<file path="src/rtl/pwm_meter.sv">
// pwm_meter: measures an incoming asynchronous pulse train.
//
// Synchronizes sig_in, detects rising edges and reports, for each complete
// period between two rising edges, the period length and the high time in
// clock cycles together with the duty cycle in integer percent. A line that
// shows no rising edge for TIMEOUT_CYC cycles is flagged as stuck.
//
// Ports:
//   clk_in      system clock
//   rst         asynchronous, active-high reset
//   sig_in      asynchronous pulse input
//   period_out  last measured period, in cycles
//   high_out    last measured high time, in cycles
//   duty_pct    floor(high_out*100/period_out), 0..100
//   meas_valid  one-cycle pulse in the cycle the three outputs above change
//   stuck       high while no rising edge arrived within TIMEOUT_CYC cycles
//   stuck_level synchronized input level captured when stuck asserted
//   overrun     one-cycle pulse when a measurement is dropped (edge mid-divide)
module pwm_meter #(
  parameter int CLK_IN_HZ   = 100000000,
  parameter int TIMEOUT_CYC = CLK_IN_HZ / 10,
  parameter int CNT_W       = $clog2(TIMEOUT_CYC + 1)
) (
  input  logic             clk_in,
  input  logic             rst,
  input  logic             sig_in,
  output logic [CNT_W-1:0] period_out,
  output logic [CNT_W-1:0] high_out,
  output logic [6:0]       duty_pct,
  output logic             meas_valid,
  output logic             stuck,
  output logic             stuck_level,
  output logic             overrun
);

  localparam int NUM_W = CNT_W + 7;
  localparam logic [CNT_W-1:0] TMO = CNT_W'(TIMEOUT_CYC);

  typedef enum logic [1:0] {ARM, MEAS, DIV} state_t;

  state_t state, state_nxt;

  logic sync1, sync2, sync3;
  logic rise;

  logic [CNT_W-1:0] cnt, hcnt;
  logic [CNT_W-1:0] per_lat, hi_lat;
  logic [CNT_W-1:0] rem, rem_nxt;
  logic [6:0]       num_lo, quo;
  logic [2:0]       step;
  logic             tmo_pend;
  logic             at_tmo;

  logic [NUM_W-1:0] num_full;
  logic [CNT_W:0]   trial;
  logic             q_bit;

  logic arm_start, meas_done, meas_tmo;
  logic div_run, div_last, div_ovr, div_tmo, div_to_arm;

  assign rise   = sync2 & ~sync3;
  assign at_tmo = (cnt == TMO);

  // Numerator H*100 for the divider. Because the quotient never exceeds 100
  // (< 128), the bits above the low seven already form a partial remainder
  // smaller than the divisor, so only seven restoring steps are needed.
  assign num_full = NUM_W'(hcnt) * NUM_W'(100);

  // One restoring-division step: bring down the next numerator bit and
  // subtract the divisor when it fits.
  always_comb begin
    trial   = {rem, num_lo[6]};
    q_bit   = (trial >= {1'b0, per_lat});
    rem_nxt = q_bit ? CNT_W'(trial - {1'b0, per_lat}) : trial[CNT_W-1:0];
  end

  // State register.
  always_ff @(posedge clk_in or posedge rst) begin
    if (rst) state <= ARM;
    else     state <= state_nxt;
  end

  // Next-state logic. A rise always beats a coincident timeout; a timeout
  // seen while dividing is deferred until the result has been published.
  always_comb begin
    state_nxt = state;
    case (state)
      ARM:  if (rise) state_nxt = MEAS;
      MEAS: begin
        if (rise)        state_nxt = DIV;
        else if (at_tmo) state_nxt = ARM;
      end
      DIV:  if (step == 3'd6)
              state_nxt = (!rise && (tmo_pend || at_tmo)) ? ARM : MEAS;
      default: state_nxt = ARM;
    endcase
  end

  // FSM output decode: control strobes for the datapath.
  always_comb begin
    arm_start  = 1'b0;
    meas_done  = 1'b0;
    meas_tmo   = 1'b0;
    div_run    = 1'b0;
    div_last   = 1'b0;
    div_ovr    = 1'b0;
    div_tmo    = 1'b0;
    div_to_arm = 1'b0;
    case (state)
      ARM:  arm_start = rise;
      MEAS: begin
        meas_done = rise;
        meas_tmo  = !rise && at_tmo;
      end
      DIV:  begin
        div_run    = 1'b1;
        div_last   = (step == 3'd6);
        div_ovr    = rise;
        div_tmo    = !rise && at_tmo;
        div_to_arm = (step == 3'd6) && !rise && (tmo_pend || at_tmo);
      end
      default: ;
    endcase
  end

  // Datapath: synchronizer, counters, divider and published results.
  always_ff @(posedge clk_in or posedge rst) begin
    if (rst) begin
      sync1       <= 1'b0;
      sync2       <= 1'b0;
      sync3       <= 1'b0;
      cnt         <= '0;
      hcnt        <= '0;
      per_lat     <= '0;
      hi_lat      <= '0;
      rem         <= '0;
      num_lo      <= '0;
      quo         <= '0;
      step        <= '0;
      tmo_pend    <= 1'b0;
      period_out  <= '0;
      high_out    <= '0;
      duty_pct    <= '0;
      meas_valid  <= 1'b0;
      overrun     <= 1'b0;
      stuck       <= 1'b1;
      stuck_level <= 1'b0;
    end else begin
      sync1      <= sig_in;
      sync2      <= sync1;
      sync3      <= sync2;
      meas_valid <= 1'b0;
      overrun    <= 1'b0;

      // The rise cycle itself is high, so both counters restart at 1. They
      // saturate at the timeout value, which keeps them from ever wrapping.
      if (arm_start || meas_done || div_ovr) begin
        cnt  <= CNT_W'(1);
        hcnt <= CNT_W'(1);
      end else if (state != ARM && !at_tmo) begin
        cnt  <= cnt + CNT_W'(1);
        hcnt <= hcnt + CNT_W'(sync2);
      end

      if (meas_done) begin
        per_lat <= cnt;
        hi_lat  <= hcnt;
        rem     <= num_full[NUM_W-1:7];
        num_lo  <= num_full[6:0];
        quo     <= '0;
        step    <= '0;
      end

      if (div_run) begin
        rem    <= rem_nxt;
        num_lo <= {num_lo[5:0], 1'b0};
        quo    <= {quo[5:0], q_bit};
        step   <= step + 3'd1;
      end

      // The last quotient bit goes straight to duty_pct so the new results
      // and meas_valid appear together.
      if (div_last) begin
        period_out <= per_lat;
        high_out   <= hi_lat;
        duty_pct   <= {quo[5:0], q_bit};
        meas_valid <= 1'b1;
      end

      if (div_ovr) overrun <= 1'b1;

      if (arm_start) begin
        stuck <= 1'b0;
      end else if (meas_tmo || div_to_arm) begin
        stuck       <= 1'b1;
        stuck_level <= sync2;
      end

      if (div_tmo && !div_last)
        tmo_pend <= 1'b1;
      else if (state != DIV || div_last || div_ovr)
        tmo_pend <= 1'b0;
    end
  end

endmodule

</file>
<file path="config.mk">
export PLATFORM = sky130hd
export DESIGN_NAME = pwm_meter
export DESIGN_NICKNAME = d
export VERILOG_FILES = /design/src/rtl/pwm_meter.sv
export SDC_FILE = /design/constraint.sdc
export NUM_CORES = 1
export LEC_CHECK = 0
export ABC_AREA = 0
export CORE_UTILIZATION = 45
export CTS_CLUSTER_SIZE = 40
export DETAILED_ROUTE_END_ITERATION = 16
export PLACE_DENSITY = 0.66
export SETUP_SLACK_MARGIN = 0.2
export SKIP_CTS_REPAIR_TIMING = 1
export SLEW_MARGIN = 20
export SYNTH_ARGS = -nofsm -noshare
export SYNTH_HDL_FRONTEND = slang
export SYNTH_SLANG_ARGS = --single-unit
</file>
<file path="constraint.sdc">
create_clock -name clk_in -period 21.4 [get_ports clk_in]
set_clock_uncertainty 0.05 [all_clocks]
set_input_delay 5.35 -clock clk_in [delete_from_list [all_inputs] [get_ports clk_in]]
set_output_delay 5.35 -clock clk_in [all_outputs]
set_load 0.05 [all_outputs]
</file>
==> results of run 1 <==
## logic make-up (layout without fill, tap and decap cells)
family          Yosys count  count (layout)  synth area share (%)
flops                   199             199                  41.1
xor+xnor                 76              76                  5.49
mux                      21              21                  1.74
buf+inv                 185             235                  5.93
fa+ha+maj               127             127                  14.3
compound gates          261             261                  13.6
simple gates            480             480                  17.9
## stage by stage
stage / hold slack [ps] / area, um^2 / utilization (%) / worst slack, ps
final: 314 / 13600 / 51.9 / 14210
after global routing: 322 / 13600 / 51.9 / 14020
after CTS: 310 / 13600 / 51.9 / 14200
after detailed placement: 291 / 13000 / 49.6 / 13800
after global placement: 284 / 13000 / 49.6 / 13840
after floorplan: 281 / 12100 / - / 10580
## power by group through the flow
stage / combinational [uW] / sequential [uW] / clock (uW)
finish: 558 / 478 / 330
global route: 625 / 485 / 350
CTS: 556 / 478 / 336
detailed placement: 551 / 485 / 0
global placement: 541 / 484 / 0
floorplan: 439 / 472 / 0
## registers in the layout (all words and copies together) (netlist names), 5 cells and up
register and cells:
cnt 24, duty_pct 7, hcnt 24, hi_lat 24
high_out 24, num_lo 5, per_lat 24, period_out 24
quo 6, rem 24
## worst max path at each step
| stage | to |
|---|---|
| 3_3_place_gp | per_lat[6] |
| 2_1_floorplan | cnt[0] |
| 3_5_place_dp | per_lat[7] |
| 6_report | stuck |
| 4_1_cts | stuck |
| 5_1_grt | cnt[6] |
## metal layers
| layer | up-vias | part of all wire (%) | track usage, % |
|---|---|---|---|
| met1 | 4569 | 49 | 30.7 |
| met2 | 162 | 45 | 33.8 |
| met4 | 0 | 2.0 | 6.58 |
| met5 | - | 0 | 0 |
| met3 | 39 | 3.3 | 3.12 |
| li1 | 4618 | - | - |
## cell type report
cell class	instances	area (um^2)	area share (%)
Timing Repair Buffer	70	678	4.97
Clock buffer	19	453	3.32
Tap cell	335	419	3.07
Sequential cell	199	4980	36.5
Multi-Input combinational cell	965	6460	47.4
Clock inverter	13	135	0.991
Inverter	133	507	3.72
## cell usage in the layout, fill, tap and decap left out, types with 5 or more instances in the layout
cell,instances
xnor2_1,40
dfrtp_1,198
fa_1,20
or3_1,11
buf_4,9
a22oi_1,8
clkdlybuf4s50_1,61
nand3_1,30
nor2_1,88
nand4_1,13
inv_8,6
nand2_1,254
and2_1,8
nand3b_1,5
o21bai_1,5
nor3_1,10
ha_1,107
inv_1,132
a21oi_1,62
xor2_1,36
clkbuf_16,17
nor2b_1,6
o211ai_1,9
and3_1,13
nand2b_1,10
o21ai_0,95
a31oi_1,6
mux2i_1,20
o21a_1,6
a211oi_1,16
a21o_1,14
==> results.sh, run 1 <==
export IMPL_wl_um=28000
export IMPL_max_freq_mhz=139
export IMPL_htree_levels=4
export IMPL_ant_nets=0
export IMPL_netlist_area_um2=12100
export IMPL_cp_num_cells=1
export IMPL_pwr_share_clk_pct=24.2
export IMPL_fp_dieW_um=166
export IMPL_hold_depth=0
export IMPL_final_cells=1734
export IMPL_start_util_pct=46.2
export IMPL_grt_pass1_wl_um=47500
export IMPL_seqPwrFrac_pct=35.0
export IMPL_ys_types=80
export IMPL_grt_pass1_vias=9240
export IMPL_min_period_over_period_pct=33.6
export IMPL_violations="DRC"
export IMPL_n_antenna_cell=0
export IMPL_crit_type="reg2out"
export IMPL_p_switching_uw=551
export IMPL_drtIter0Drc=640
export IMPL_drive_gt1_share_pct=4.93
export IMPL_p_int_uw=816
export IMPL_whs_endpoint="sync2"
export IMPL_r2r_slack_ps=17040
export IMPL_synth_most_common_cell="nand2_1"
export IMPL_ys_async_sr_fraction_pct=100
export IMPL_synth_top_cell_area_share_pct=40.8
export IMPL_cpPeakStageDelay_ps=800
export IMPL_critical_path_required_ps=16000
export IMPL_max_slew_margin_pct=35.6
export IMPL_p_comb_share_pct=40.8
export IMPL_regToRegEndpoint="rem[20]"
export IMPL_vias=9388
export IMPL_die_area_um2=27600
export IMPL_crit_path_start="stuck"
export IMPL_grtUsageTotal_pct=21.5
export IMPL_cpMaxStageDelayCell="clkdlybuf4s50_1"
export IMPL_synth_edf_count=0
export IMPL_path_max_fanout=2
export IMPL_drtPass1Iterations=11
export IMPL_worst_pin_slew_ps=965
export IMPL_ys_top_cells_by_area="dfrtp_1 (41%), ha_1 (11%), nand2_1 (7.9%)"
export IMPL_placedCellCount=1702
export IMPL_power_density_nw_per_um2=100
export IMPL_cp_start_kind="register"
export IMPL_gr_total_overflow=0
export IMPL_timing_rr_start="hcnt[4]"
export IMPL_cp_data_arrival_time_ps=1790
export IMPL_yosys_area_top_type="dfrtp_1"
export IMPL_hp_start="sync1"
export IMPL_synth_main_ff_cell="dfrtp_1"
export IMPL_drv_slew=0
export IMPL_clkTransAtPathRegs_ps=80
export IMPL_maxCapViolations=0
export IMPL_cts_tree="done"
export IMPL_cts_buffers=17
export IMPL_wl_per_cell_um=16.1
export IMPL_hold_class="reg2reg"
export IMPL_final_nets=1516
export IMPL_core_um2=26300
export IMPL_worst_ir_drop_vdd_mv=0.0586
export IMPL_fillCellCount=2445
export IMPL_clk_latency_ps=450
export IMPL_ys_warn_count=0
export IMPL_io_pins=62
export IMPL_drc=5
export IMPL_ys_ff_latch=199
export IMPL_hpwl_um=20200
export IMPL_synthToLayoutAreaGrowth_pct=12.4
export IMPL_reg2reg_depth=14
export IMPL_row_count=59
export IMPL_power_leakage_uw=0.00656
export IMPL_power_uw=1370
export IMPL_die_h_um=166
export IMPL_ys_top_cells_by_count="nand2_1 (254), dfrtp_1 (198), inv_1 (133)"
export IMPL_min_period_ps=7190
export IMPL_syn_num_nets=1479
export IMPL_finalHoldViolCount=0
export IMPL_swShare_pct=40.3
export IMPL_drt_vias_per_instance=5.41
export IMPL_worst_setup_path_end_kind="primary output"
export IMPL_grt_setup_unrepaired="no"
export IMPL_critPathTopFamily="buffers and inverters"
export IMPL_clockRootBuffer="clkbuf_16"
export IMPL_ys_seq_area_share_pct=41.1
export IMPL_syn_inst=1349
export IMPL_worst_path_buf_inv=1
export IMPL_syn_avg_cell_area_um2=8.99
export IMPL_final_setup_viol_count=0
export IMPL_grt_max_degree=130
export IMPL_cts_sinks=199
export IMPL_place_congestion=0.872
export IMPL_io_buffers=61
export IMPL_tns_ps=0
export IMPL_crit_chain="clkdlybuf4s50_1"
export IMPL_status="complete, but fails checks"
export IMPL_antenna_found_initial=0
export IMPL_clockBufferDepth=2
Note: power is estimated with default switching activity, not from simulation.
==> run 2: changes to the inputs <==
==> constraint.sdc (replaced) <==
create_clock -name clk_in -period 6.67 [get_ports clk_in]
set_clock_uncertainty 0.05 [all_clocks]
set_input_delay 1.6675 -clock clk_in [delete_from_list [all_inputs] [get_ports clk_in]]
set_output_delay 1.6675 -clock clk_in [all_outputs]
set_load 0.05 [all_outputs]
==> results.sh, run 2 (synthesis gave the netlist of run 1 again) <==
export IMPL_clockRootBuffer="clkbuf_16"
export IMPL_reg2reg_depth=14
export IMPL_io_buffers=61
export IMPL_final_util_pct=51.8
export IMPL_grt_pass1_vias=8944
export IMPL_power_leakage_uw=0.00654
export IMPL_drc=3
export IMPL_final_nets=1517
export IMPL_wl_um=28200
export IMPL_gr_total_overflow=0
export IMPL_min_period_over_period_pct=62.8
export IMPL_fp_dieW_um=166
export IMPL_grt_pass1_wl_um=47200
export IMPL_cts_buffers=17
export IMPL_fillCellCount=2488
export IMPL_p_int_uw=2600
export IMPL_clkTransAtPathRegs_ps=80
export IMPL_layout_commonest_cell="nand2_1"
export IMPL_placedCellCount=1703
export IMPL_max_freq_mhz=239
export IMPL_final_cells=1735
export IMPL_die_h_um=166
export IMPL_critical_path_required_ps=6950
export IMPL_whs_endpoint="sync2"
export IMPL_tns_ps=0
export IMPL_worst_ir_drop_vdd_mv=0.231
export IMPL_max_slew_margin_pct=32.2
export IMPL_start_util_pct=46.2
export IMPL_worst_pin_slew_ps=1020
export IMPL_pwr_share_clk_pct=23.3
export IMPL_timing_rr_start="hcnt[4]"
export IMPL_wl_per_cell_um=16.3
export IMPL_worst_setup_path_end_kind="register"
export IMPL_hold_depth=0
export IMPL_ant_nets=0
export IMPL_hp_start="sync1"
export IMPL_maxCapViolations=0
export IMPL_vias=9325
export IMPL_finalHoldViolCount=0
export IMPL_drtPass1Iterations=11
export IMPL_setup_ws_ps=2480
export IMPL_io_pins=62
export IMPL_cts_tree="done"
export IMPL_drv_slew=0
export IMPL_crit_type="reg2reg"
export IMPL_cp_start_kind="register"
export IMPL_violations="DRC"
export IMPL_cp_data_arrival_time_ps=4470
export IMPL_min_period_ps=4190
export IMPL_htree_levels=4
export IMPL_status="complete, but fails checks"
export IMPL_core_um2=26300
export IMPL_path_common_cell="ha_1"
export IMPL_cpPeakStageDelay_ps=500
export IMPL_grtUsageTotal_pct=21.3
export IMPL_drive_gt1_share_pct=4.93
export IMPL_final_setup_viol_count=0
export IMPL_row_count=59
export IMPL_grt_max_degree=141
export IMPL_drt_vias_per_instance=5.37
export IMPL_hold_class="reg2reg"
export IMPL_power_density_nw_per_um2=319
export IMPL_place_congestion=0.890
export IMPL_p_comb_share_pct=41.4
export IMPL_dp_slack_ps=2520
export IMPL_clockBufferDepth=2
export IMPL_die_area_um2=27600
export IMPL_cpMaxStageDelayCell="fa_1"
export IMPL_final_cell_mix="nand2_1 (254), dfrtp_1 (198), inv_1 (132), ha_1 (107), o21ai_0 (95)"
export IMPL_crit_chain="ha_1 > ha_1 > inv_1 > fa_1 > inv_1 > ha_1 > a21oi_1 > o211ai_1 > a2111oi_2 > nor4_1 > o211ai_1 > mux2i_1 > o311ai_0 > a211o_1"
export IMPL_p_switching_uw=1750
export IMPL_n_antenna_cell=0
export IMPL_r2r_slack_ps=2480
export IMPL_seqPwrFrac_pct=35.3
export IMPL_path_max_fanout=5
export IMPL_drtIter0Drc=793
export IMPL_synthToLayoutAreaGrowth_pct=12.3
export IMPL_antenna_found_initial=0
export IMPL_cts_sinks=199
export IMPL_hpwl_um=20300
export IMPL_clk_latency_ps=450
export IMPL_grt_setup_unrepaired="no"
export IMPL_swShare_pct=40.2
export IMPL_regToRegEndpoint="rem[20]"
[run 2: cell type report]
type / count / area (um^2) / area share (%)
Clock buffer: 19 / 443 / 3.25
Clock inverter: 13 / 111 / 0.817
Multi-Input combinational cell: 965 / 6470 / 47.5
Tap cell: 335 / 419 / 3.08
Sequential cell: 199 / 4980 / 36.6
Inverter: 133 / 503 / 3.69
Timing Repair Buffer: 71 / 698 / 5.13
[run 2: metrics by stage]
stage,area [um^2],hold WS (ps),total power (uW)
after floorplan,12100,281,2930
after global placement,13100,284,3300
after detailed placement,13100,286,3340
after CTS,13600,303,4360
after global routing,13600,315,4630
final,13600,301,4350
[run 2: critical path: cells and delay by family (launching register included)]
kind,cells,cell delay [ps]
adder cells (fa/ha/maj),4,1440
flip-flops,1,450
AND/OR/NAND/NOR,1,180
buffers and inverters,2,90
multiplexers,1,220
AO/OA/AOI/OAI,6,1650
[run 2: routing by layer]
layer	global-route usage (%)	wire length (um)
met2	32.8	12500
met5	0	0
met4	5.77	382
met1	31.4	14200
met3	2.91	1100
[run 2: power groups by stage]
stage               clock network [uW]  logic, uW  registers (uW)
global placement                     0       1760            1550
global route                      1080       1990            1560
floorplan                            0       1410            1520
CTS                               1030       1800            1530
finish                            1010       1800            1530
detailed placement                   0       1780            1550
[run 2: worst max-delay path by stage]
stage                     startpoint      end  slack (ps)  depth (start not counted)
after global placement       hcnt[4]  rem[20]        2620                         14
after detailed placement     hcnt[4]  rem[20]        2520                         14
after CTS                    hcnt[4]  rem[20]        2500                         14
final                        hcnt[4]  rem[20]        2480                         14
after floorplan                  rst   cnt[0]        2380                          1
after global routing         hcnt[4]  rem[20]        2220                         14
